[src/rtl/fifo_arb_pkg.sv]
// fifo_arb_pkg: shared state encoding and ID-width helper for the FIFO write arbiter
package fifo_arb_pkg;
  typedef enum logic {IDLE, GRANT} state_t;
  function automatic int id_width(input int n);
    return (n > 1) ? $clog2(n) : 1;
  endfunction
endpackage

[src/rtl/fifo_wr_arbiter_rr_pick.sv]
// rr_pick: combinational round-robin search, lowest index at or above ptr, wrapping
module rr_pick #(
  parameter int N   = 4,
  parameter int IDW = 2
) (
  input  logic [N-1:0]   req,
  input  logic [IDW-1:0] ptr,
  output logic           found,
  output logic [IDW-1:0] idx
);
  always_comb begin
    found = |req;
    idx = '0;
    for (int i = N - 1; i >= 0; i--)
      if (req[(int'(ptr) + i) % N]) idx = IDW'((int'(ptr) + i) % N);
  end
endmodule

[src/rtl/fifo_wr_arbiter.sv]
// fifo_wr_arbiter: round-robin burst arbiter feeding one shared FIFO write port
module fifo_wr_arbiter
  import fifo_arb_pkg::*;
#(
  parameter int NUM_REQ   = 4,
  parameter int WIDTH     = 8,
  parameter int MAX_BURST = 4,
  localparam int IDW      = id_width(NUM_REQ)
) (
  input  logic                     i_clk,
  input  logic                     i_rst,
  input  logic [NUM_REQ-1:0]       i_req_valid,
  input  logic [NUM_REQ*WIDTH-1:0] i_req_data,
  input  logic [NUM_REQ-1:0]       i_req_last,
  output logic [NUM_REQ-1:0]       o_req_ready,
  output logic [IDW+WIDTH-1:0]     o_fifo_wdata,
  output logic                     o_fifo_wen,
  input  logic                     i_fifo_full,
  output logic [IDW-1:0]           o_grant_id,
  output logic                     o_busy
);
  localparam int BW = $clog2(MAX_BURST) + 1;
  state_t state;
  logic [IDW-1:0] owner, rr_ptr, pick;
  logic [BW-1:0] beats;
  logic found, active, done;
  rr_pick #(.N(NUM_REQ), .IDW(IDW)) u_pick (
    .req(i_req_valid), .ptr(rr_ptr), .found(found), .idx(pick)
  );
  // reset gates the handshake so a mid-burst reset never writes
  assign active = state == GRANT && !i_rst;
  assign o_busy = state == GRANT;
  assign o_grant_id = owner;
  assign o_req_ready = (active && !i_fifo_full) ? NUM_REQ'(1) << owner : '0;
  assign o_fifo_wen = active && i_req_valid[owner] && !i_fifo_full;
  assign o_fifo_wdata = {owner, i_req_data[owner*WIDTH +: WIDTH]};
  assign done = i_req_last[owner] || beats == BW'(MAX_BURST - 1);
  always_ff @(posedge i_clk) begin
    if (i_rst) begin
      state <= IDLE;
      rr_ptr <= '0;
      owner <= '0;
      beats <= '0;
    end else if (state == IDLE) begin
      if (found) begin
        owner <= pick;
        beats <= '0;
        state <= GRANT;
      end
    end else if (o_fifo_wen) begin
      beats <= beats + 1'b1;
      if (done) begin
        state <= IDLE;
        rr_ptr <= owner == IDW'(NUM_REQ - 1) ? '0 : owner + 1'b1;
      end
    end
  end
endmodule

[config.mk]
export PLATFORM = sky130hd
export DESIGN_NAME = fifo_wr_arbiter
export DESIGN_NICKNAME = d
export VERILOG_FILES = /design/src/rtl/fifo_arb_pkg.sv /design/src/rtl/fifo_wr_arbiter_rr_pick.sv /design/src/rtl/fifo_wr_arbiter.sv
export SDC_FILE = /design/constraint.sdc
export NUM_CORES = 1
export LEC_CHECK = 0
export ABC_AREA = 0
export CAP_MARGIN = 30
export CORE_MARGIN = 2
export CORE_UTILIZATION = 33
export CTS_CLUSTER_SIZE = 12
export DETAILED_ROUTE_END_ITERATION = 16
export GPL_ROUTABILITY_DRIVEN = 0
export PLACE_DENSITY = 0.78
export SLEW_MARGIN = 25
export SYNTH_ARGS = -nofsm -noshare
export SYNTH_HDL_FRONTEND = slang
export SYNTH_SLANG_ARGS = --single-unit
[constraint.sdc]
create_clock -name i_clk -period 2.37 [get_ports i_clk]
set_input_delay 0.5925 -clock i_clk [delete_from_list [all_inputs] [get_ports i_clk]]
set_output_delay 0.5925 -clock i_clk [all_outputs]
set_load 0.01 [all_outputs]
==> reports/results.ini <==
[status]
outcome = finished, final reports clean

[global_routing]
grt_pass1_vias = 957
globalRouteOverflowTotal = 0
grt_pass1_wl_um = 4080
grt_use_total_pct = 19.4
grt_max_degree = 12
antenna_found_initial = 0

[timing]
hold-worst-slack_ns = 0.473
max_clock_freq_mhz = 427
setup-tns-final_ns = 0
worstMarginPinSlew_ns = 0.373
setup_viol = 0
fin_skew_ns = 0.00486
grt_setup_unrepaired = false
slew-limit-headroom_pct = 75.1
min_period_over_period_pct = 98.8
hold_violations = 0
maxSlewViolCount = 0
fin_crit_ns = 2.34
setup_ws_ns = 0.0283

[synth]
syn_area_um2 = 792
yosysUniqueCellTypes = 31
synthArstFlopShare_pct = 0
synth_nets = 129
ys_ff_latch = 8
synth.largest_area_cell = mux4_2
synth_cells = 80
yosysWarnings = 0
yosysSeqAreaShare_pct = 20.2
synth_top_area_share_pct = 25.6
netlist_top_cells_area = mux4_2, dfxtp_1, ha_1
ys_top_cells_by_count = mux4_2, dfxtp_1, a21oi_1, ha_1, inv_1
synth_flop_cell = dfxtp_1
yosysMostFrequentCell = mux4_2
synth-edff-count = 0
syn_area_per_cell_um2 = 9.90

[worst_setup_path]
r2r_slack_ns = 0.52
crit_fanout = 1
cp-start-kind = primary input
critical_path_class = in2out
reg2reg_to = rr_ptr[1]
worst_ep_required_time_ns = 1.78
r2r-start = o_grant_id[0]
reg2reg_depth = 5
crit_arrival_ns = 1.75
crit_path_end_kind = primary output

[die]
die_width_um = 53.0
io_pins = 61
fp-row-count = 17
dieArea_um2 = 2810
core_region_area_um2 = 2230
initial_core_util_pct = 35.5
die_h_um = 53.0

[layout]
seqCellArea_um2 = 160
diodes = 0
fillers = 197
nets = 200
drive_gt1_share_pct = 23.5
design_area_um2 = 1490
multi_input_area_um2 = 578
area_growth_syn_to_layout_pct = 88.0

[clock_tree]
clock_latency_ns = 0.25
numCtsBuffers = 3
path_clk_slew_ns = 0.06
cts_tree = yes
clock-sinks = 8
holdBufCountCts = 0
htreeDepth = 1
clock_path_buffers = 2
cts_root_buf = clkbuf_4

[worst_hold_path]
hold_path.class = reg2reg
hp-start = beats[2]
holdPathStages = 2
holdPathEnd = beats[2]

[route]
drc_errors = 0
drtIter0Drc = 10
wl_per_cell_um = 14.8
firstDrtPassIters = 3
vias = 928
finalWirelength_um = 2630
viasPerCell = 5.24
ant_nets = 0

[power_and_ir_drop]
power_density_nw_per_um2 = 312
leakagePower_nw = 0.631
vdd_ir_drop_max_mv = 0.343

[place]
post-place-ws_ns = -0.376
dpl_cell_area_um2 = 1470
hpwl_um = 2190
portBuffers = 60

[run]
maxCapViolations = 0

[worst max-delay path: stages]
cell and delay (ns):
clkdlybuf4s50_1 0.40, mux4_2 0.46, dlygate4sd2_1 0.30
[layer usage]
| metal | track usage, % | vias up | share of wire [%] | wire [µm] |
|---|---|---|---|---|
| met5 | 0 | - | 0 | 0 |
| met4 | 1.28 | 0 | 0 | 0 |
| met3 | 7.06 | 0 | 13 | 338 |
| met2 | 38.8 | 50 | 50 | 1300 |
| met1 | 19.6 | 436 | 38 | 988 |
| li1 | - | 442 | - | - |
[worst max-delay path by stage]
stage,startpoint,end,slack (ns),depth (start not counted)
CTS,i_req_data[29],o_fifo_wdata[5],0.002,3
floorplan,o_grant_id[0],o_fifo_wdata[0],0.39,2
global route,i_req_data[26],o_fifo_wdata[2],0.006,3
detailed placement,i_req_valid[0],o_fifo_wen,-0.38,5
finish,i_req_data[31],o_fifo_wdata[7],0.03,3
global placement,i_req_valid[3],o_fifo_wen,-0.39,5
[stage by stage]
step	utilization [%]	total power, mW	std cells
after global routing	66.7	0.493	177
after CTS	66.8	0.470	177
after floorplan	-	0.236	80
final	66.7	0.464	177
after detailed placement	66.0	0.373	172
after global placement	66.0	0.367	172
[where the power goes]
part	internal, mW	switching [mW]
Sequential	0.140	0.00830
Clock	0.0580	0.0469
Combinational	0.139	0.0729
[placed cells by master (no fill, tap or decap), drive strengths merged]
cell / n
a21o: 1
a21oi: 6
a31oi: 1
and3: 4
and4: 1
buf: 14
clkbuf: 5
clkdlybuf4s15: 4
clkdlybuf4s50: 43
dfxtp: 8
dlygate4sd2: 10
ha: 6
inv: 6
mux2: 1
mux4: 10
nand2: 2
nand2b: 1
nand3: 3
nor2: 6
nor2b: 4
nor3: 1
nor4: 1
o211ai: 1
o21ai: 3
o21bai: 1
o221a: 1
o31ai: 1
or2: 4
[area by class of cell]
class | count | share of cell area [%]
inverter | 6 | 1.51
multi-input combinational | 59 | 38.8
timing repair buffer | 73 | 45.0
clock buffer | 3 | 1.51
sequential | 8 | 10.8
tap | 28 | 2.35
[registers in the layout, indices dropped and copies added (netlist names)]
| register | cells |
|---|---|
| o_grant_id | 2 |
| rr_ptr | 2 |
| beats | 3 |
| o_busy | 1 |
[kinds of logic (layout without fill, tap and decap cells)]
| logic type | after synthesis | after routing | share of synthesized area [%] |
|---|---|---|---|
| compound gates | 15 | 15 | 11.7 |
| fa+ha+maj | 6 | 6 | 9.48 |
| buf+inv | 13 | 82 | 7.42 |
| flops | 8 | 8 | 20.2 |
| mux | 11 | 11 | 30.8 |
| simple gates | 27 | 27 | 20.4 |
[timing repair]
item / in CTS / in global routing
endpoints found under the setup margin: 13 / 6
buffers inserted: 2 / 0
pin swaps: 2 / 1
endpoints found under the hold margin: 0 / 0
gates resized for setup: 21 / 8
(Power assumes the default switching activity.)
